===== src/rtl/prewish5k_input_conditioner_if.sv =====
// Raw pad levels in, conditioned levels and strobes out, for prewish5k_input_conditioner.
interface prewish5k_input_conditioner_if #(
  parameter int N_CH = 9
);
  logic [N_CH-1:0] i_raw;
  logic [N_CH-1:0] o_level;
  logic [N_CH-1:0] o_rise;
  logic [N_CH-1:0] o_fall;
  logic [N_CH-1:0] o_held;
  logic            o_any_edge;
  logic            o_tick;

  modport master (
    output i_raw,
    input  o_level, o_rise, o_fall, o_held, o_any_edge, o_tick
  );

  modport slave (
    input  i_raw,
    output o_level, o_rise, o_fall, o_held, o_any_edge, o_tick
  );
endinterface


===== src/rtl/prewish5k_input_conditioner.sv =====
// Synchronise, polarity-correct and debounce N pad inputs; level, edge, long-press strobes.
// Latency: SYNC_STAGES clocks plus DEBOUNCE_COUNT debounce ticks to accept a new level.
// No backpressure: strobes are single-cycle and must be consumed when they fire.
module prewish5k_input_conditioner #(
  parameter int              N_CH           = 9,
  parameter logic [N_CH-1:0] ACTIVE_LOW     = {N_CH{1'b1}},
  parameter int              SYNC_STAGES    = 2,
  parameter int              TICK_DIV_BITS  = 16,
  parameter int              DEBOUNCE_COUNT = 16,
  parameter int              HOLD_COUNT     = 0
) (
  input logic                           i_clk,
  input logic                           i_rst,
  prewish5k_input_conditioner_if.slave  io
);

  localparam int CNT_W  = $clog2(DEBOUNCE_COUNT) + 1;
  localparam int HOLD_W = (HOLD_COUNT > 0) ? $clog2(HOLD_COUNT + 1) : 1;

  logic            tick;
  logic [N_CH-1:0] sync_q [SYNC_STAGES];
  logic [N_CH-1:0] s;
  logic [N_CH-1:0] accept;

  generate
    if (TICK_DIV_BITS == 0) begin : g_no_div
      logic tick_q;
      always_ff @(posedge i_clk or posedge i_rst) begin
        if (i_rst) tick_q <= 1'b0;
        else       tick_q <= 1'b1;
      end
      assign tick = tick_q;
    end else begin : g_div
      logic [TICK_DIV_BITS-1:0] presc;
      always_ff @(posedge i_clk or posedge i_rst) begin
        if (i_rst) presc <= '0;
        else       presc <= presc + TICK_DIV_BITS'(1);
      end
      assign tick = &presc;
    end
  endgenerate

  assign io.o_tick = tick;

  // Reset loads the inactive pad level so nothing appears to change at reset release.
  always_ff @(posedge i_clk or posedge i_rst) begin
    if (i_rst) begin
      for (int i = 0; i < SYNC_STAGES; i++) sync_q[i] <= ACTIVE_LOW;
    end else begin
      sync_q[0] <= io.i_raw;
      for (int i = 1; i < SYNC_STAGES; i++) sync_q[i] <= sync_q[i-1];
    end
  end

  assign s = sync_q[SYNC_STAGES-1] ^ ACTIVE_LOW;

  generate
    for (genvar n = 0; n < N_CH; n++) begin : g_ch
      logic [CNT_W-1:0] cnt;
      logic             lvl;
      logic             rise_q;
      logic             fall_q;

      assign accept[n] = (s[n] != lvl) && tick && (cnt == CNT_W'(DEBOUNCE_COUNT - 1));

      always_ff @(posedge i_clk or posedge i_rst) begin
        if (i_rst) begin
          cnt    <= '0;
          lvl    <= 1'b0;
          rise_q <= 1'b0;
          fall_q <= 1'b0;
        end else begin
          rise_q <= accept[n] && s[n];
          fall_q <= accept[n] && !s[n];
          if ((s[n] == lvl) || accept[n]) cnt <= '0;
          else if (tick)                  cnt <= cnt + CNT_W'(1);
          if (accept[n]) lvl <= s[n];
        end
      end

      assign io.o_level[n] = lvl;
      assign io.o_rise[n]  = rise_q;
      assign io.o_fall[n]  = fall_q;

      if (HOLD_COUNT > 0) begin : g_hold
        logic [HOLD_W-1:0] hcnt;
        logic              held_q;

        // Counter saturates at HOLD_COUNT so a long press pulses exactly once.
        always_ff @(posedge i_clk or posedge i_rst) begin
          if (i_rst) begin
            hcnt   <= '0;
            held_q <= 1'b0;
          end else begin
            held_q <= 1'b0;
            if (!lvl) begin
              hcnt <= '0;
            end else if (tick && (hcnt < HOLD_W'(HOLD_COUNT))) begin
              hcnt   <= hcnt + HOLD_W'(1);
              held_q <= (hcnt == HOLD_W'(HOLD_COUNT - 1));
            end
          end
        end
        assign io.o_held[n] = held_q;
      end else begin : g_no_hold
        assign io.o_held[n] = 1'b0;
      end
    end
  endgenerate

  // Registered from the same accept terms as the strobes, so it lands in their cycle.
  always_ff @(posedge i_clk or posedge i_rst) begin
    if (i_rst) io.o_any_edge <= 1'b0;
    else       io.o_any_edge <= |accept;
  end

endmodule


===== src/flat_wrapper.sv =====
// flat-port wrapper written by rule: the top's interface ports become plain ports
module prewish5k_input_conditioner_flat 
#(
  parameter int              N_CH           = 9,
  parameter logic [N_CH-1:0] ACTIVE_LOW     = {N_CH{1'b1}},
  parameter int              SYNC_STAGES    = 2,
  parameter int              TICK_DIV_BITS  = 16,
  parameter int              DEBOUNCE_COUNT = 16,
  parameter int              HOLD_COUNT     = 0
)
  (i_clk, i_rst, io_i_raw, io_o_level, io_o_rise, io_o_fall, io_o_held, io_o_any_edge, io_o_tick);
  prewish5k_input_conditioner_if #(.N_CH(N_CH)) io_i ();
  input logic i_clk;
  input logic i_rst;
  input wire logic [$bits(io_i.i_raw)-1:0] io_i_raw;
  output wire logic [$bits(io_i.o_level)-1:0] io_o_level;
  output wire logic [$bits(io_i.o_rise)-1:0] io_o_rise;
  output wire logic [$bits(io_i.o_fall)-1:0] io_o_fall;
  output wire logic [$bits(io_i.o_held)-1:0] io_o_held;
  output wire logic [$bits(io_i.o_any_edge)-1:0] io_o_any_edge;
  output wire logic [$bits(io_i.o_tick)-1:0] io_o_tick;
  assign io_i.i_raw = io_i_raw;
  assign io_o_level = io_i.o_level;
  assign io_o_rise = io_i.o_rise;
  assign io_o_fall = io_i.o_fall;
  assign io_o_held = io_i.o_held;
  assign io_o_any_edge = io_i.o_any_edge;
  assign io_o_tick = io_i.o_tick;
  prewish5k_input_conditioner #(.N_CH(N_CH), .ACTIVE_LOW(ACTIVE_LOW), .SYNC_STAGES(SYNC_STAGES), .TICK_DIV_BITS(TICK_DIV_BITS), .DEBOUNCE_COUNT(DEBOUNCE_COUNT), .HOLD_COUNT(HOLD_COUNT)) u_core (.i_clk(i_clk), .i_rst(i_rst), .io(io_i));
endmodule

===== config.mk =====
export PLATFORM = sky130hd
export DESIGN_NAME = prewish5k_input_conditioner_flat
export DESIGN_NICKNAME = d
export VERILOG_FILES = /design/src/rtl/prewish5k_input_conditioner_if.sv /design/src/rtl/prewish5k_input_conditioner.sv /design/src/flat_wrapper.sv
export SDC_FILE = /design/constraint.sdc
export NUM_CORES = 1
export LEC_CHECK = 0
export CAP_MARGIN = 20
export CORE_MARGIN = 5
export CORE_UTILIZATION = 25
export DETAILED_ROUTE_END_ITERATION = 12
export PLACE_DENSITY_LB_ADDON = 0.3
export RECOVER_POWER = 50
export SLEW_MARGIN = 20
export SYNTH_ARGS = -nofsm -noshare
export SYNTH_HDL_FRONTEND = slang
export SYNTH_SLANG_ARGS = --single-unit

===== constraint.sdc =====
create_clock -name i_clk -period 3.75 [get_ports i_clk]
set_input_delay 0.75 -clock i_clk [delete_from_list [all_inputs] [get_ports i_clk]]
set_output_delay 0.75 -clock i_clk [all_outputs]
set_load 0.01 [all_outputs]

Word level (Yosys, flattened, before mapping):

Index checks and enable logic that the tools add are counted.

* bits in registers: 107
* input bits: 11
* output and inout bits: 38
* logic and storage cells: 161

* add/sub/neg operators: 10
* equality and inequality tests: 27
* mux-type cells: 18
* bitwise logic cells: 1
* reduce and logical (&&, ||, !) cells: 65

Operators by type and width (count)
* $mux 5: 18
* $add 5x1->5 const B: 9
* $eq 5x4->1 const B: 9
* $logic_and 1x1->1: 36
* $reduce_bool 2->1: 9
* $add 16x1->16 const B: 1
* $reduce_and 16->1: 1
* $eq 1x1->1: 9
* $logic_not 1->1: 9
* $logic_or 1x1->1: 9
* $ne 1x1->1: 9
* $not 9->9: 1
* $reduce_or 9->1: 1

Longest topological paths before layout:

Gate-level depths: netlist of run 1.

* depth in word-level cells: 6
* mapped depth: 8
* mapped depth without buffers: 7

Worst setup path after synthesis of run 1:

Ideal clock, no wire load.

* path type: reg2out
* start point: reg u_core.g_div.presc[0]
* end point: out io_o_tick
* arrival time: 1368 ps
* data required time: 3000 ps
* slack: 1632 ps
* stages on the path, launching flop included: 7
* buffers on the path: 2
* cell sequence: dfrtp_1 ha_1 and4_4 nand4_4 buf_2 inv_2 buf_2

* cells in the longest elaborated chain, start to end: 1

RTL lines
* start, declared: RTL line prewish5k_input_conditioner.sv:34 `logic [TICK_DIV_BITS-1:0] presc;`
* start signal, assigned: RTL line prewish5k_input_conditioner.sv:37 `else presc <= presc + TICK_DIV_BITS'(1);`
* $reduce_and 16->1: RTL line prewish5k_input_conditioner.sv:39 `assign tick = &presc;`
* end, declared: RTL line flat_wrapper.sv:21 `output wire logic [$bits(io_i.o_tick)-1:0] io_o_tick;`

Every way passes these cells.

Final worst setup path of run 1:

Ends and elaborated chain as after synthesis.

==> results.json, run 1 <==
{
  "dpl.hpwl_mm": 6.24,
  "crit_arrival_ns": 1.97,
  "root_buffer": "clkbuf_16",
  "peakVddDrop_uv": 170,
  "regArea_um2": 2700,
  "violations": "capacitance limit, slew limit",
  "antenna_found_initial": 0,
  "crit_type": "flop to primary output",
  "synth_top_area_share_pct": 45.5,
  "clk_pin_slew_ns": 0.07,
  "dieArea_um2": 22500,
  "tns_ns": 0,
  "grt_max_degree": 83,
  "cts_buffer_depth": 2,
  "startpoint_type": "flop",
  "h-tree-depth": 3,
  "setup_viol": 0,
  "status": "finished, violations left",
  "synth_cells": 478,
  "vias": 3384,
  "fmax_mhz": 368,
  "post_drt_wl_per_cell_um": 12.1,
  "area_growth_syn_to_layout_pct": 14.8,
  "portBuffers": 39,
  "grt_pass1_vias": 3427,
  "die_y_um": 150,
  "drive_gt1_share_pct": 7.83,
  "cts_tree": "built",
  "firstDrtPassIters": 4,
  "track_usage_pct": 8.91,
  "whs_ns": 0.355,
  "drv_slew": 50,
  "yosys-top-cells-area": "dfrtp_1 45%, dfstp_2 9.7%, buf_4 5.7%",
  "post-route-min-period_ns": 2.72,
  "max_slew_margin_pct": -47.9,
  "fill_cells": 2011,
  "grt_setup_unrepaired": "no",
  "cts-resized-gates": 0,
  "cp_max_fo": 4,
  "end_kind": "primary output",
  "drc": 0,
  "synth_cell_types": 29,
  "via_per_inst": 4.44,
  "ys.flop_type": "dfrtp_1",
  "netlist_area_um2": 4900,
  "ant_nets": 0,
  "hold_class": "flop to flop",
  "mostFrequentLayoutCell": "dfrtp_1",
  "drv_cap": 1,
  "clock-sinks": 107,
  "post-route-period-util_pct": 72.5,
  "seq_area_frac_synth_pct": 55.1,
  "grt_pass1_wl_mm": 16.2,
  "setup_ws_ns": 1.03,
  "synth_warnings": 0,
  "drt_iter0_drc": 194,
  "finalHoldViolCount": 0,
  "leakage_nw": 2.32,
  "worst_pin_slew_ns": 2.21,
  "grt_overflow_total": 0,
  "synth-edff-count": 0,
  "start_util_pct": 25.2,
  "clk_latency_ns": 0.35,
  "diodes": 0,
  "multi_input_area_um2": 1820,
  "async_flop_share_pct": 100,
  "gp_congestion": 0.743,
  "ctsHoldBuffers": 0,
  "die_w_um": 150,
  "layout.nets": 524,
  "rows": 51,
  "finalWirelength_mm": 9.24,
  "crit_required_ns": 3.00,
  "fin_skew_ns": 0.00754,
  "io_pins": 49,
  "syn_avg_cell_area_um2": 10.2,
  "pwr_density_cell_nw_per_um2": 374,
  "dp_slack_ns": 1.43,
  "post_cts_buffers": 0,
  "ys_seq_elements": 107,
  "yosys.area.top_type": "dfrtp_1",
  "final_util_pct": 29.0,
  "layout_common_cells": "89 x dfrtp_1, 58 x nand2_1, 40 x a21oi_1, 30 x o21ai_0, 29 x clkdlybuf4s50_1",
  "core_area_um2": 19400,
  "cts_buffers": 9
}
-- cell families (layout without fill, tap and decap cells) --
logic type,Yosys count,after routing,share of synthesized area [%]
buffers and inverters,68,80,8.30
adders and majority gates,19,19,4.85
AOI/OAI and AO/OA,86,86,9.20
xor gates and xnor gates,23,23,4.11
and+or+nand+nor,174,174,18.3
other,1,9,0.0766
DFF,107,107,55.1
-- final timing paths --
path	startpoint	endpoint	slack, ns	depth (start not counted)
max	u_core.g_div.presc[0]$_DFF_PP0_	io_o_tick	1.03	5
min	u_core.sync_q[10]$_DFF_PP1_	u_core.sync_q[1]$_DFF_PP1_	0.36	0
max reg2reg	u_core.g_div.presc[0]$_DFF_PP0_	u_core.g_ch[1].cnt[3]$_DFFE_PP0P_	1.54	6
min reg2reg	u_core.sync_q[10]$_DFF_PP1_	u_core.sync_q[1]$_DFF_PP1_	0.36	0
max in group asynchronous	i_rst	u_core.sync_q[1]$_DFF_PP1_	1.09	3
min in group asynchronous	i_rst	u_core.g_ch[6].rise_q$_DFF_PP0_	1.43	2
-- routing by layer --
layer | global-route usage, % | wire length [um]
met5 | 0 | 0
met4 | 4.67 | 204
met1 | 10.8 | 4110
met3 | 2.24 | 400
met2 | 14.6 | 4520
-- cells in the mapped netlist, types with 2 or more instances --
master and instances:
buf_4 37, dfrtp_1 89, o21ai_0 30, and4_1 2, clkbuf_1 5, nand2_1 58
ha_1 19, xor2_1 13, nand4b_1 6, or3_1 18, o22ai_1 4, buf_2 4
inv_1 20, and4_4 3, nand3_1 28, dfstp_2 18, or4_1 9, and3_1 11
nand4_1 3, xnor2_1 10, nor2_1 24, nor3_1 10, a31oi_1 12, a21oi_1 40
-- area by class of cell --
cell class              count  share of cell area, %
clock buffers              13                   4.63
inverters                  21                   1.42
repair buffers             44                   7.54
flip-flops and latches    107                   48.0
clock inverters             2                  0.222
well taps                 265                   5.90
multi-input cells         311                   32.3
-- critical path, cell delays in order, from the launching register on --
cell and delay (ns):
dfrtp_1 0.40, ha_1 0.25, and4_1 0.26, nand4_4 0.11, inv_2 0.07, clkdlybuf4s50_1 0.53
-- stage by stage --
stage,power (W),cells,instance area [um^2]
4_1_cts,0.00215,763,5630
2_1_floorplan,0.00123,486,4930
5_1_grt,0.00220,763,5620
6_report,0.00211,763,5620
3_3_place_gp,0.00125,748,5360
3_5_place_dp,0.00125,748,5360
-- power breakdown --
part,internal (W),switching (W)
Clock,0.000482,0.000395
Combinational,0.0000114,0.0000378
Sequential,0.00117,0.00000707
-- flip-flops by register name, indices dropped and copies added, names as in the netlist --
name and cells:
u_core.sync_q 18, u_core.g_div.presc 16, u_core.io.o_any_edge 1, u_core.g_ch.fall_q 9
u_core.g_ch.lvl 9, u_core.g_ch.cnt 45, u_core.g_ch.rise_q 9
Power figures use the tool's default switching activity.
==> inputs of run 2 (changes only) <==
==> constraint.sdc (replaced) <==
create_clock -name i_clk -period 2.64 [get_ports i_clk]
set_input_delay 0.528 -clock i_clk [delete_from_list [all_inputs] [get_ports i_clk]]
set_output_delay 0.528 -clock i_clk [all_outputs]
set_load 0.01 [all_outputs]
==> results.json, run 2 (same netlist as run 1, synthesis figures left out) <==
{
  "status": "finished, final reports clean",
  "area_growth_syn_to_layout_pct": 15.9,
  "largest_reg_flops": 45,
  "cp_cell_sequence": "ha_1 > and4_4 > nand4_4 > inv_2 > clkdlybuf4s50_1",
  "drc": 0,
  "dieArea_um2": 22500,
  "startpoint_type": "flop",
  "whs_ns": 0.353,
  "clk_pin_slew_ns": 0.07,
  "grt_overflow_total": 0,
  "grtUsageMet3_pct": 2.97,
  "vias": 3354,
  "post_drt_wl_per_cell_um": 12.1,
  "reg_top3": "u_core.g_ch.cnt (45), u_core.sync_q (18), u_core.g_div.presc (16)",
  "post_cts_buffers": 0,
  "leakage_nw": 2.35,
  "use_met2_pct": 14.8,
  "firstDrtPassIters": 6,
  "io_pins": 49,
  "fmax_mhz": 406,
  "drv_cap": 0,
  "gp_congestion": 0.740,
  "grt_pass1_vias": 3315,
  "crit_required_ns": 2.11,
  "finalHoldViolCount": 0,
  "pwr_density_cell_nw_per_um2": 556,
  "core_area_um2": 19400,
  "worst_pin_slew_ns": 0.914,
  "post-route-min-period_ns": 2.47,
  "fin_skew_ns": 0.0122,
  "drive_gt1_share_pct": 8.00,
  "start_util_pct": 25.2,
  "via_per_inst": 4.38,
  "max_stage_delay_ns": 0.53,
  "finalWirelength_mm": 9.28,
  "cts-resized-gates": 0,
  "dpl.hpwl_mm": 6.30,
  "die_w_um": 150,
  "cts_buffers": 9,
  "mostFrequentLayoutCell": "dfrtp_1",
  "die_y_um": 150,
  "hold_class": "flop to flop",
  "ant_nets": 0,
  "slowest_stage": "clkdlybuf4s50_1",
  "grt_pass1_wl_mm": 15.9,
  "peakVddDrop_uv": 255,
  "layout_common_cells": "89 x dfrtp_1, 58 x nand2_1, 40 x a21oi_1, 30 x o21ai_0, 29 x clkdlybuf4s50_1",
  "portBuffers": 39,
  "cts_tree": "built",
  "diodes": 0,
  "layout.nets": 525,
  "post-route-period-util_pct": 93.4,
  "busiest_layer": "met2",
  "grt_setup_unrepaired": "no",
  "multi_input_area_um2": 1820,
  "clk_latency_ns": 0.34,
  "regArea_um2": 2700,
  "largest_register": "u_core.g_ch.cnt",
  "tns_ns": 0,
  "crit_arrival_ns": 1.94,
  "max_slew_margin_pct": 39.1,
  "grt_util_met1_pct": 10.6,
  "end_kind": "primary output",
  "cp_max_fo": 4,
  "root_buffer": "clkbuf_16",
  "crit_type": "flop to primary output",
  "cts_buffer_depth": 2,
  "h-tree-depth": 3,
  "drt_iter0_drc": 214,
  "rows": 51,
  "setup_viol": 0,
  "antenna_found_initial": 0,
  "grt_max_degree": 83,
  "ctsHoldBuffers": 0,
  "drv_slew": 0,
  "track_usage_pct": 8.72,
  "fill_cells": 2016,
  "clock-sinks": 107
}
==> run 2: where the power goes <==
| group | internal, W | total, W | switching (W) |
|---|---|---|---|
| Clock | 0.000834 | 0.00141 | 0.000579 |
| Combinational | 0.0000159 | 0.0000688 | 0.0000529 |
| Sequential | 0.00166 | 0.00167 | 0.0000101 |
| Total | 0.00251 | 0.00316 | 0.000642 |
==> run 2: path summary, 6_finish.rpt <==
path	depth (start not counted)	startpoint	slack, ns	to
hold / removal	0	u_core.sync_q[16]$_DFF_PP1_	0.35	u_core.sync_q[7]$_DFF_PP1_
min in group asynchronous	2	i_rst	0.76	u_core.g_ch[6].fall_q$_DFF_PP0_
hold reg to reg	0	u_core.sync_q[16]$_DFF_PP1_	0.35	u_core.sync_q[7]$_DFF_PP1_
setup / recovery	5	u_core.g_div.presc[0]$_DFF_PP0_	0.17	io_o_tick
max in group asynchronous	3	i_rst	0.53	u_core.g_ch[5].fall_q$_DFF_PP0_
setup reg to reg	6	u_core.g_div.presc[0]$_DFF_PP0_	0.62	u_core.g_ch[2].cnt[3]$_DFFE_PP0P_
==> run 2: cell type report <==
type | instances | area share (%)
inverters | 21 | 1.41
clock buffers | 13 | 4.23
repair buffers | 45 | 7.74
well taps | 265 | 5.84
clock inverters | 3 | 1.19
multi-input cells | 311 | 32.0
flip-flops and latches | 107 | 47.6
==> run 2: layer usage <==
layer / vias up / share of wire [%]
met5: - / 0
met4: 0 / 0.69
met3: 6 / 4.3
met2: 52 / 51
met1: 1652 / 44
li1: 1644 / -
==> run 2: critical path: cells and delay by family (launching register included) <==
family | cells | cell delay, ns
buf+inv | 2 | 0.61
flops | 1 | 0.38
simple gates | 2 | 0.36
fa+ha+maj | 1 | 0.24
==> run 2: through the flow <==
step | cell area [um^2] | cells | util [%] | setup WS [ns] | power [W]
2_1_floorplan | 4930 | 486 | - | 0.744 | 0.00175
6_report | 5680 | 765 | 29.3 | 0.175 | 0.00316
3_5_place_dp | 5410 | 749 | 27.9 | 0.551 | 0.00179
3_3_place_gp | 5410 | 749 | 27.9 | 0.586 | 0.00179
5_1_grt | 5680 | 765 | 29.3 | 0.0514 | 0.00329
4_1_cts | 5720 | 765 | 29.5 | 0.158 | 0.00323
==> inputs of run 3 (changes only) <==
--- a/config.mk
+++ b/config.mk
@@ -6,7 +6,6 @@
 export NUM_CORES = 1
 export LEC_CHECK = 0
 export CAP_MARGIN = 20
-export CORE_MARGIN = 5
 export CORE_UTILIZATION = 25
 export DETAILED_ROUTE_END_ITERATION = 12
 export PLACE_DENSITY_LB_ADDON = 0.3
==> results.json, run 3 (same netlist as run 1, synthesis figures left out) <==
{
  "post_drt_wl_per_cell_um": 11.9,
  "die_w_um": 142,
  "layout.nets": 525,
  "peakVddDrop_uv": 345,
  "ant_nets": 0,
  "clk_latency_ns": 0.35,
  "max_stage_delay_ns": 0.52,
  "drc": 0,
  "dieArea_um2": 20200,
  "startpoint": "u_core.g_div.presc[0]$_DFF_PP0_",
  "layout_common_cells": "89 x dfrtp_1, 58 x nand2_1, 40 x a21oi_1, 30 x o21ai_0, 29 x clkdlybuf4s50_1",
  "clk_pin_slew_ns": 0.07,
  "grt_setup_unrepaired": "no",
  "rows": 50,
  "worstHoldStart": "u_core.sync_q[11]$_DFF_PP1_",
  "cts_buffer_depth": 2,
  "finalWirelength_mm": 9.05,
  "grt_pass1_wl_mm": 15.5,
  "fmax_mhz": 407,
  "post-route-cell-area_um2": 5690,
  "track_usage_pct": 9.70,
  "cts_buffers": 9,
  "largest_register": "u_core.g_ch.cnt",
  "max_slew_margin_pct": 33.0,
  "setup_viol": 0,
  "fin_skew_ns": 0.0141,
  "gp_congestion": 0.687,
  "largest_reg_flops": 45,
  "post-route-min-period_ns": 2.46,
  "io_pins": 49,
  "grt_pass1_vias": 3315,
  "ctsHoldBuffers": 0,
  "post-route-period-util_pct": 93.1,
  "post_cts_buffers": 0,
  "r2r_start": "u_core.g_div.presc[0]$_DFF_PP0_",
  "grt_overflow_total": 0,
  "mostFrequentLayoutCell": "dfrtp_1",
  "die_y_um": 142,
  "drive_gt1_share_pct": 8.60,
  "slowest_stage": "clkdlybuf4s50_1",
  "vias": 3395,
  "drt_iter0_drc": 215,
  "crit_cells": 5,
  "cp_cell_sequence": "ha_1 > and4_4 > nand4_4 > inv_2 > clkdlybuf4s50_1",
  "drv_slew": 0,
  "via_per_inst": 4.47,
  "worst_pin_slew_ns": 1.01,
  "grt_max_degree": 83,
  "placed_area_um2": 5410,
  "crit_required_ns": 2.11,
  "finalHoldViolCount": 0,
  "fill_cells": 1940,
  "portBuffers": 39,
  "dpl.hpwl_mm": 6.02,
  "status": "finished, final reports clean",
  "core_area_um2": 19000,
  "start_util_pct": 25.8,
  "pwr_density_cell_nw_per_um2": 560,
  "critPathTopFamily": "buffers and inverters",
  "cts_tree": "built",
  "rr_worst_depth": 6,
  "drv_cap": 0,
  "h-tree-depth": 3,
  "leakage_nw": 2.37,
  "clock-sinks": 107,
  "crit_type": "flop to primary output",
  "area_growth_syn_to_layout_pct": 16.2,
  "min_path_cells": 0,
  "startpoint_type": "flop",
  "tns_ns": 0,
  "diodes": 0,
  "cp_num_buf_inv": 2,
  "cp_max_fo": 4,
  "antenna_found_initial": 0,
  "root_buffer": "clkbuf_16",
  "cts-resized-gates": 0,
  "reg_top3": "u_core.g_ch.cnt (45), u_core.sync_q (18), u_core.g_div.presc (16)",
  "hold_class": "flop to flop",
  "firstDrtPassIters": 4,
  "crit_arrival_ns": 1.93,
  "end_kind": "primary output"
}
==> run 3: cell types whose count changed in the layout (fill, tap and decap cells not counted), sizes merged <==
cell,delta
clkbuf,-3
clkinv,+2
dlymetal6s4s,+1
==> run 3: power breakdown <==
part           total [W]  internal [W]  switching [W]
registers        0.00167       0.00166     0.00000970
clock network    0.00145      0.000854       0.000591
logic          0.0000696     0.0000168      0.0000528
total            0.00319       0.00254       0.000653
==> run 3: metal layers <==
metal	vias up	share of wire [%]	GRT usage (%)
li1	1640	-	-
met5	-	0	0
met1	1670	44	11.1
met4	0	1.2	3.00
met2	75	50	16.7
met3	10	4.8	3.70
==> run 3: worst paths after layout <==
kind | to | slack (ns)
max | io_o_tick | 0.18
min | u_core.sync_q[2]$_DFF_PP1_ | 0.35
max reg2reg | u_core.g_ch[1].cnt[3]$_DFFE_PP0P_ | 0.63
max in group asynchronous | u_core.g_div.presc[4]$_DFF_PP0_ | 0.52
min reg2reg | u_core.sync_q[2]$_DFF_PP1_ | 0.35
min in group asynchronous | u_core.g_ch[8].fall_q$_DFF_PP0_ | 0.72
==> run 3: cell type report <==
cell class	instances	area [um^2]	share of cell area (%)
Clock buffer	11	243	4.26
Clock inverter	5	77.6	1.36
Inverter	21	80.1	1.41
Multi-Input combinational cell	311	1820	31.9
Sequential cell	107	2700	47.4
Tap cell	260	325	5.72
Timing Repair Buffer	45	448	7.87
==> run 3: through the flow <==
stage	worst slack, ns	std cells	power [W]	hold slack [ns]	utilization, %
6_report	0.183	760	0.00319	0.351	30.0
2_1_floorplan	0.744	486	0.00175	0.345	-
4_1_cts	0.169	760	0.00327	0.353	30.3
5_1_grt	0.0753	760	0.00332	0.354	30.0
3_3_place_gp	0.590	744	0.00179	0.347	28.6
3_5_place_dp	0.562	744	0.00179	0.347	28.6
